<file path="src/rtl/dma_priority_resolver_pkg.sv">
// Shared types and constants for the 8237A-style DMA priority resolver.
// Imported by the encoder, the checker and the resolver top.
package dma_pkg;

    localparam int NUM_CH = 4;

    // Bit positions of the resolver controls inside the command register
    localparam int CMD_CTRL_DIS   = 2;
    localparam int CMD_ROT        = 4;
    localparam int CMD_DREQ_SENSE = 6;
    localparam int CMD_DACK_SENSE = 7;

    typedef logic [1:0] chan_t;

    typedef enum logic [1:0] {
        ST_IDLE    = 2'd0,
        ST_REQ     = 2'd1,
        ST_SERVICE = 2'd2
    } state_t;

    function automatic logic [NUM_CH-1:0] chan_onehot(input chan_t ch);
        return 4'b0001 << ch;
    endfunction

endpackage

</file>
<file path="src/rtl/dma_priority_resolver_chk.sv">
// Structural invariants of the resolver outputs, kept apart from the datapath.
// Only evaluated when the design is elaborated with assertions enabled.
module dma_priority_resolver_chk
    import dma_pkg::*;
(
    input logic              clk,
    input logic              reset,
    input logic [NUM_CH-1:0] valid,
    input logic [NUM_CH-1:0] dack_active,
    input logic              busy
);

    // Requests and acknowledges never name more than one channel
    a_valid_onehot: assert property (@(posedge clk) disable iff (reset)
        $onehot0(valid));
    a_dack_onehot: assert property (@(posedge clk) disable iff (reset)
        $onehot0(dack_active));

    // An acknowledge is only ever given to the channel being presented
    a_dack_matches: assert property (@(posedge clk) disable iff (reset)
        (dack_active == 4'b0000) || (dack_active == valid));
    a_busy_valid: assert property (@(posedge clk) disable iff (reset)
        busy == (valid != 4'b0000));

endmodule

</file>
<file path="src/rtl/dma_priority_resolver_encoder.sv">
// Combinational priority encoder: the search starts one past last_svc and wraps,
// so fixed priority is obtained by presenting last_svc = 3.
module dma_prio_encoder
    import dma_pkg::*;
(
    input  logic [NUM_CH-1:0] eff,
    input  chan_t             last_svc,
    output chan_t             winner,
    output logic              valid
);

    logic [NUM_CH-1:0] rot_s;
    chan_t             offset_s;
    chan_t             idx_s;

    // Rotate requests so bit 0 is the highest-priority channel, then encode
    always_comb begin
        rot_s    = 4'b0000;
        idx_s    = 2'd0;
        offset_s = 2'd0;
        for (int j = 0; j < NUM_CH; j++) begin
            idx_s    = chan_t'(j) + last_svc + 2'd1;
            rot_s[j] = eff[idx_s];
        end
        casez (rot_s)
            4'b???1: offset_s = 2'd0;
            4'b??10: offset_s = 2'd1;
            4'b?100: offset_s = 2'd2;
            4'b1000: offset_s = 2'd3;
            default: offset_s = 2'd0;
        endcase
        winner = last_svc + 2'd1 + offset_s;
        valid  = |eff;
    end

endmodule

</file>
<file path="src/rtl/dma_priority_resolver.sv">
// DMA priority resolver: synchronizes DREQ pins, forms effective requests,
// arbitrates (fixed/rotating), and hands the winner to timing control.
module dma_priority_resolver
    import dma_pkg::*;
#(
    parameter int DREQ_SYNC_STAGES = 2,
    parameter int SOFTREQ_EN       = 1
) (
    input  logic              CLK,
    input  logic              RESET,
    input  logic [NUM_CH-1:0] DREQ,
    input  logic [NUM_CH-1:0] softReq,
    input  logic [NUM_CH-1:0] maskReg,
    input  logic              dreqSense,
    input  logic              dackSense,
    input  logic              rotPriority,
    input  logic              ctrlDisable,
    input  logic              hrq,
    input  logic              validDACK,
    output logic              VALID_DREQ0,
    output logic              VALID_DREQ1,
    output logic              VALID_DREQ2,
    output logic              VALID_DREQ3,
    output logic [NUM_CH-1:0] DACK,
    output chan_t             activeCh,
    output logic              busy
);

    logic [NUM_CH-1:0] sync_s;
    logic [NUM_CH-1:0] soft_s;
    logic [NUM_CH-1:0] eff_s;
    chan_t             prio_base_s;
    chan_t             enc_winner_s;
    logic              enc_valid_s;

    state_t            state_r, state_n;
    chan_t             winner_r, winner_n;
    chan_t             last_svc_r, last_svc_n;
    logic [NUM_CH-1:0] valid_r, valid_n;
    logic [NUM_CH-1:0] dack_active_r, dack_active_n;
    logic              busy_r, busy_n;

    generate
        if (DREQ_SYNC_STAGES == 0) begin : g_no_sync
            assign sync_s = DREQ;
        end else begin : g_sync
            logic [NUM_CH-1:0] sync_r [DREQ_SYNC_STAGES];

            // Pin synchronizer chain; cleared by reset so stale pins cannot win
            always_ff @(posedge CLK) begin
                if (RESET) begin
                    for (int i = 0; i < DREQ_SYNC_STAGES; i++) begin
                        sync_r[i] <= 4'b0000;
                    end
                end else begin
                    sync_r[0] <= DREQ;
                    for (int i = 1; i < DREQ_SYNC_STAGES; i++) begin
                        sync_r[i] <= sync_r[i-1];
                    end
                end
            end

            assign sync_s = sync_r[DREQ_SYNC_STAGES-1];
        end
    endgenerate

    // Effective requests: software requests skip both the mask and the synchronizer
    always_comb begin
        soft_s = (SOFTREQ_EN != 0) ? softReq : 4'b0000;
        if (ctrlDisable) begin
            eff_s = 4'b0000;
        end else begin
            eff_s = ((sync_s ^ {NUM_CH{dreqSense}}) & ~maskReg) | soft_s;
        end
        prio_base_s = rotPriority ? last_svc_r : 2'd3;
    end

    dma_prio_encoder u_encoder (
        .eff      (eff_s),
        .last_svc (prio_base_s),
        .winner   (enc_winner_s),
        .valid    (enc_valid_s)
    );

    // Next-state and next-output logic of the arbitration FSM
    always_comb begin
        state_n       = state_r;
        winner_n      = winner_r;
        last_svc_n    = last_svc_r;
        valid_n       = valid_r;
        dack_active_n = dack_active_r;
        case (state_r)
            ST_IDLE: begin
                if (enc_valid_s) begin
                    state_n  = ST_REQ;
                    winner_n = enc_winner_s;
                    valid_n  = chan_onehot(enc_winner_s);
                end else begin
                    valid_n       = 4'b0000;
                    dack_active_n = 4'b0000;
                end
            end
            ST_REQ: begin
                // A grant outranks a withdrawal seen in the same cycle
                if (hrq && validDACK) begin
                    state_n       = ST_SERVICE;
                    dack_active_n = chan_onehot(winner_r);
                end else if (!eff_s[winner_r]) begin
                    state_n = ST_IDLE;
                    valid_n = 4'b0000;
                end else begin
                    state_n = ST_REQ;
                end
            end
            ST_SERVICE: begin
                if (!validDACK) begin
                    state_n       = ST_IDLE;
                    valid_n       = 4'b0000;
                    dack_active_n = 4'b0000;
                    if (rotPriority) begin
                        last_svc_n = winner_r;
                    end else begin
                        last_svc_n = last_svc_r;
                    end
                end else begin
                    state_n = ST_SERVICE;
                end
            end
            default: begin
                state_n       = ST_IDLE;
                valid_n       = 4'b0000;
                dack_active_n = 4'b0000;
            end
        endcase
        if (state_n != ST_IDLE) begin
            busy_n = 1'b1;
        end else begin
            busy_n = 1'b0;
        end
    end

    // FSM state and registered outputs
    always_ff @(posedge CLK) begin
        if (RESET) begin
            state_r       <= ST_IDLE;
            winner_r      <= 2'd0;
            last_svc_r    <= 2'd3;
            valid_r       <= 4'b0000;
            dack_active_r <= 4'b0000;
            busy_r        <= 1'b0;
        end else begin
            state_r       <= state_n;
            winner_r      <= winner_n;
            last_svc_r    <= last_svc_n;
            valid_r       <= valid_n;
            dack_active_r <= dack_active_n;
            busy_r        <= busy_n;
        end
    end

    assign VALID_DREQ0 = valid_r[0];
    assign VALID_DREQ1 = valid_r[1];
    assign VALID_DREQ2 = valid_r[2];
    assign VALID_DREQ3 = valid_r[3];
    assign DACK        = dack_active_r ^ {NUM_CH{~dackSense}};
    assign activeCh    = winner_r;
    assign busy        = busy_r;

    dma_priority_resolver_chk u_chk (
        .clk         (CLK),
        .reset       (RESET),
        .valid       (valid_r),
        .dack_active (dack_active_r),
        .busy        (busy_r)
    );

endmodule

</file>
<file path="config.mk">
export PLATFORM = sky130hd
export DESIGN_NAME = dma_priority_resolver
export DESIGN_NICKNAME = d
export VERILOG_FILES = /design/src/rtl/dma_priority_resolver_pkg.sv /design/src/rtl/dma_priority_resolver_chk.sv /design/src/rtl/dma_priority_resolver_encoder.sv /design/src/rtl/dma_priority_resolver.sv
export SDC_FILE = /design/constraint.sdc
export NUM_CORES = 1
export LEC_CHECK = 0
export ABC_AREA = 1
export CAP_MARGIN = 15
export CELL_PAD_IN_SITES_DETAIL_PLACEMENT = 0
export CELL_PAD_IN_SITES_GLOBAL_PLACEMENT = 1
export CORE_ASPECT_RATIO = 0.9
export CORE_MARGIN = 3
export CORE_UTILIZATION = 35
export CTS_BUF_LIST = sky130_fd_sc_hd__clkbuf_8
export DETAILED_ROUTE_END_ITERATION = 10
export HOLD_SLACK_MARGIN = 0.15
export PLACE_DENSITY_LB_ADDON = 0.1
export SLEW_MARGIN = 40
export SYNTH_ARGS = -nofsm -noshare
export SYNTH_HDL_FRONTEND = slang
export SYNTH_SLANG_ARGS = --single-unit
</file>
<file path="constraint.sdc">
create_clock -name CLK -period 3.1 [get_ports CLK]
set_input_delay 0.62 -clock CLK [delete_from_list [all_inputs] [get_ports CLK]]
set_output_delay 0.62 -clock CLK [all_outputs]
set_load 0.05 [all_outputs]
</file>
# After elaboration in Yosys (flattened, before gate mapping)
# Memories as Yosys holds them, arrays and structs flattened.
# Index checks and enable logic that the tools add are counted.
# totals
mem_count	1
out_inout_bits	11
inputBits	20
mem_bits_rw	8
ff_bits	15
# classes
n_eq_ne	10
reduce_logical	8
shifts	2
n_lt_le_gt_ge	5
addsub	7
muxes	32
bitwise_logic	9
# mem_list
name	depth	width	read_ports	rd_clocked_by_memory_dff	wr	line_no	rtl
g_sync.sync_r	2	4	2	0	2	dma_priority_resolver.sv:47	logic [NUM_CH-1:0] sync_r [DREQ_SYNC_STAGES];
# ops
op	count
$mux 4	9
$pmux 4 s3	2
$lt 2x3->1 const B	5
$pmux 2 s3	2
$bmux 1 s2	5
$mux 1	10
$ne 2x2->1 const B	5
$reduce_and 3->1	3
$mux 2	4
$shl 1x2->4 const A	2
$xor 4x4->4	2
$add 2x1->2 const B	3
$add 2x2->2 const A	2
$and 4x4->4	1
$eq 2x2->1 const B	2
$eq 4x4->1 const B	1
$not 4->4	1
$or 4x4->4	1
$reduce_or 4->1	1
$eq 3x3->1 const B	1
$add 1x2->2 const A	1
$add 2x2->2	1
$eq 2x1->1 const B	1
$logic_not 2->1	1
5 further kinds	7

# Logic depth before layout (Yosys ltp)
# An unclocked memory read counts as a cell.
# depth
depth_word	13
ltp_mapped	18

# Cells and area by module
# A second synthesis with hierarchy kept.
# hier_totals
hier_cells	221
hier_area_um2	1400.1
# by_module_without_submodules
module	area_each_um2	n_inst	cells_per_inst
dma_priority_resolver	1127.3	1	165
dma_prio_encoder	272.8	1	56

# Worst setup path before layout
# Ideal clock, no wire load.
# synth_path
path_kind	input port to flip-flop
from	in rotPriority
to	reg winner_r[1] (netlist: activeCh[1])
setup_slack_ns	0.857
arrival_time_ns	2.130
path_buffers	0
stages	16
required_time_ns	2.987
path_cell_list	inv_2 nor2_4 inv_4 o21ai_4 nand3_1 o21ai_2 a31oi_1 nor2_1 ha_1 inv_1 xor2_1 inv_1 nand2_2 nand2_2 o21ai_1 inv_1
# synth_via
elab_chain_cells	8
# synth_rtl
item	line_no	rtl
from (decl)	dma_priority_resolver.sv:16	input logic rotPriority,
$mux 2 (*)	dma_priority_resolver.sv:75	prio_base_s = rotPriority ? last_svc_r : 2'd3;
$add 1x2->2 or $add 2x2->2 (tied branches)	dma_priority_resolver_encoder.sv:22, dma_priority_resolver_encoder.sv:32	
$add 2x1->2	dma_priority_resolver_encoder.sv:22	idx_s = chan_t'(j) + last_svc + 2'd1;
$bmux 1 s2	dma_priority_resolver_encoder.sv:23	rot_s[j] = eff[idx_s];
$mux 1 (implied by the code)	dma_priority_resolver_encoder.sv:23	
$eq 4x4->1, or another cell as far along	dma_priority_resolver_encoder.sv:25	casez (rot_s)
$pmux 2 s3	dma_priority_resolver_encoder.sv:25	
$add 2x2->2 (*)	dma_priority_resolver_encoder.sv:32	winner = last_svc + 2'd1 + offset_s;
to (signal assigned)	dma_priority_resolver.sv:153	winner_r <= winner_n;
to (decl)	dma_priority_resolver.sv:37	chan_t winner_r, winner_n;
# Every way passes the cells marked *; elsewhere a longest branch is shown, timed or not. The select of a mux whose other input is x is not followed.
# A chain may end at the register's enable or synchronous reset.

# Worst setup path after layout
# layout_path
from	in dreqSense
to	reg winner_r[1] (netlist: activeCh[1])
# layout_via
elab_chain_cells	9
# layout_rtl
item	line_no	rtl
from (decl)	dma_priority_resolver.sv:14	input logic dreqSense,
$xor 4x4->4 (*)	dma_priority_resolver.sv:73	eff_s = ((sync_s ^ {NUM_CH{dreqSense}}) & ~maskReg) | soft_s;
$and 4x4->4 (*)	dma_priority_resolver.sv:73	
$or 4x4->4 (*)	dma_priority_resolver.sv:73	
$mux 4 (*)	dma_priority_resolver.sv:70	if (ctrlDisable) begin
$bmux 1 s2	dma_priority_resolver_encoder.sv:23	
$mux 1 (implied by the code)	dma_priority_resolver_encoder.sv:23	
$eq 4x4->1, or another cell as far along	dma_priority_resolver_encoder.sv:25	
$pmux 2 s3	dma_priority_resolver_encoder.sv:25	
$add 2x2->2	dma_priority_resolver_encoder.sv:32	
# Marked as above.

==> flow_summary.json <==
{
  "outcome": "completed",
  "fin_tns_setup_ns": 0,
  "cts_tree": "yes",
  "finalPower_mw": 0.724,
  "grt_overflow_total": 0,
  "drt_iter0_markers": 41,
  "postSynthAreaPerCell_sq_um": 6.55,
  "yosysTopAreaCellShare": 0.355,
  "synthArstFlopShare": 0,
  "die_w_um": 70.2,
  "hold_path.class": "flip-flop to flip-flop",
  "worstMarginPinSlew_ns": 0.504,
  "synth_area_sq_um": 1300,
  "synth_commonest_cells": "48 x nand2_1, 35 x inv_1, 23 x dfxtp_1, 21 x nand3_1, 19 x nor2_1",
  "dp_hpwl_um": 2320,
  "cts_htree_levels": 1,
  "startpoint_type": "primary input",
  "post-route-min-period_ns": 2.75,
  "final_layout_size_suffix_gt1_frac": 0.114,
  "yosysTopAreaCell": "dfxtp_1",
  "critPathArrivalTime_ns": 2.91,
  "synthCells": 198,
  "syn_to_final_growth_pct": 29.4,
  "hold_buffers": 0,
  "synth-edff-count": 0,
  "cts-buffers-inserted": 3,
  "yosysMostFrequentCell": "nand2_1",
  "synth_seq_area_share": 0.355,
  "rows": 20,
  "grt_max_degree": 13,
  "synth_flop_cell": "dfxtp_1",
  "syn_nets": 219,
  "worst_slack_ns": 0.348,
  "fin_nets": 251,
  "pre_cts_ws_ns": 0.0962,
  "maxSlewViolCount": 0,
  "start_util": 0.373,
  "critPathKind": "primary input to flip-flop",
  "clkTransAtPathRegs_ns": 0.08,
  "rr_startpoint": "last_svc_r[0]",
  "port_buffers": 30,
  "clockBufferDepth": 2,
  "cts_setup_buffers": 0,
  "crit_fanout": 5,
  "cts_sinks": 23,
  "finalCritPeriodShare": 0.888,
  "place_congestion": 0.749,
  "worst-endpoint-required_ns": 3.26,
  "grt_usage": 0.136,
  "power_density_nw_per_um2": 431,
  "fin_skew_ns": 0.00228,
  "dieArea_sq_um": 4470,
  "yosysWarnings": 0,
  "synth-seq-cells": 23,
  "cts_resized": 0,
  "reg2reg_depth": 15,
  "first_pass_iters": 4,
  "grt_pass1_wl_um": 5060,
  "rsz0062_at_grt": "no",
  "maxSlewHeadroom": 0.663,
  "detail_route.wl_per_cell_um": 10.4,
  "holdPathStages": 2,
  "maxCapViolations": 0,
  "antenna_found_initial": 0,
  "critPathCaptureType": "flip-flop",
  "ys_types": 26,
  "io_pins": 31,
  "diodes": 0,
  "yosys-top-cells-area": "dfxtp_1 35%, nand2_1 14%, inv_1 10%",
  "vias_per_cell": 4.53,
  "final_antenna_net_count": 0,
  "setup_viol": 0,
  "ir_worst_vdd_mv": 0.211,
  "cp-startpoint": "dreqSense",
  "cts-root-buf": "clkbuf_8",
  "final_hold_viol_count": 0,
  "grt_pass1_vias": 1187,
  "drc": 0,
  "vias": 1236,
  "leakagePower_nw": 0.762,
  "fmax_mhz": 363,
  "core_sq_um": 3480,
  "clock_latency_ns": 0.26,
  "wl_um": 2840,
  "die_h_um": 63.8,
  "min_from": "g_sync.sync_r[0][3]"
}
## registers in the layout, summed over array words and instances, names as in the netlist
name,count
g_sync.sync_r,8
dack_active_r,4
valid_r,4
activeCh,2
last_svc_r,2
state_r,2
busy,1
## worst paths after layout
kind / end / slack (ns)
max: activeCh[1] / 0.35
min: g_sync.sync_r[0][7] / 0.40
max reg2reg: activeCh[1] / 0.92
min reg2reg: g_sync.sync_r[0][7] / 0.40
## area by class of cell
| class | count | area, sq um |
|---|---|---|
| clock buffer | 3 | 41.3 |
| clock inverter | 1 | 3.75 |
| fill | 368 | 1800 |
| inverter | 39 | 149 |
| multi-input combinational | 132 | 672 |
| sequential | 23 | 460 |
| tap | 44 | 55.1 |
| timing repair buffer | 31 | 298 |
## per-layer routing
metal | GRT usage | routed length (um) | part of all wire
met5 | 0 | 0 | 0
met3 | 0.0283 | 121 | 0.043
met2 | 0.225 | 1300 | 0.46
met1 | 0.178 | 1390 | 0.49
met4 | 0.0407 | 21 | 0.0074
## placed cells by master, fill, tap and decap left out, types with 2 or more instances in the layout
cell type	n
nand2_1	48
inv_1	36
clkdlybuf4s50_1	26
dfxtp_1	23
nand3_1	21
nor2_1	19
a21oi_1	11
nand2_2	6
buf_4	5
xnor2_1	4
or2_1	4
inv_2	3
clkbuf_8	3
nor2_4	2
a31oi_1	2
nor3_1	2
o211ai_1	2
nand3_2	2
a21oi_2	2
## per-stage QoR
step,std cells,area [sq um],utilization,hold slack [ns]
final,273,1680,0.483,0.404
after floorplan,198,1300,-,0.388
after global routing,273,1680,0.483,0.416
after detailed placement,269,1630,0.470,0.396
after global placement,269,1630,0.470,0.393
after CTS,273,1680,0.483,0.406
## where the power goes
group | switching [mW] | internal (mW)
registers | 0.0139 | 0.314
clock network | 0.0905 | 0.0883
logic | 0.136 | 0.0810
total | 0.241 | 0.483
## cell families after synthesis
group                    synth area share
AO/OA/AOI/OAI                       0.106
XOR/XNOR                           0.0337
adder cells (fa/ha/maj)           0.00964
buffers and inverters               0.127
flip-flops                          0.355
AND/OR/NAND/NOR                     0.368
## critical path: stages
cell and delay (ns):
clkdlybuf4s50_1 0.57, inv_2 0.08, nand2_1 0.07, nand3_1 0.06, nand2_1 0.11, nand3_1 0.12, nand3_1 0.12, o21ai_2 0.07
a31oi_1 0.14, nor2_1 0.06, ha_1 0.18, inv_1 0.07, xor2_1 0.22, inv_1 0.08, nand2_2 0.09, nand2_2 0.06
o21ai_1 0.13, inv_1 0.05
No activity file was read; power rests on OpenSTA's default activity.
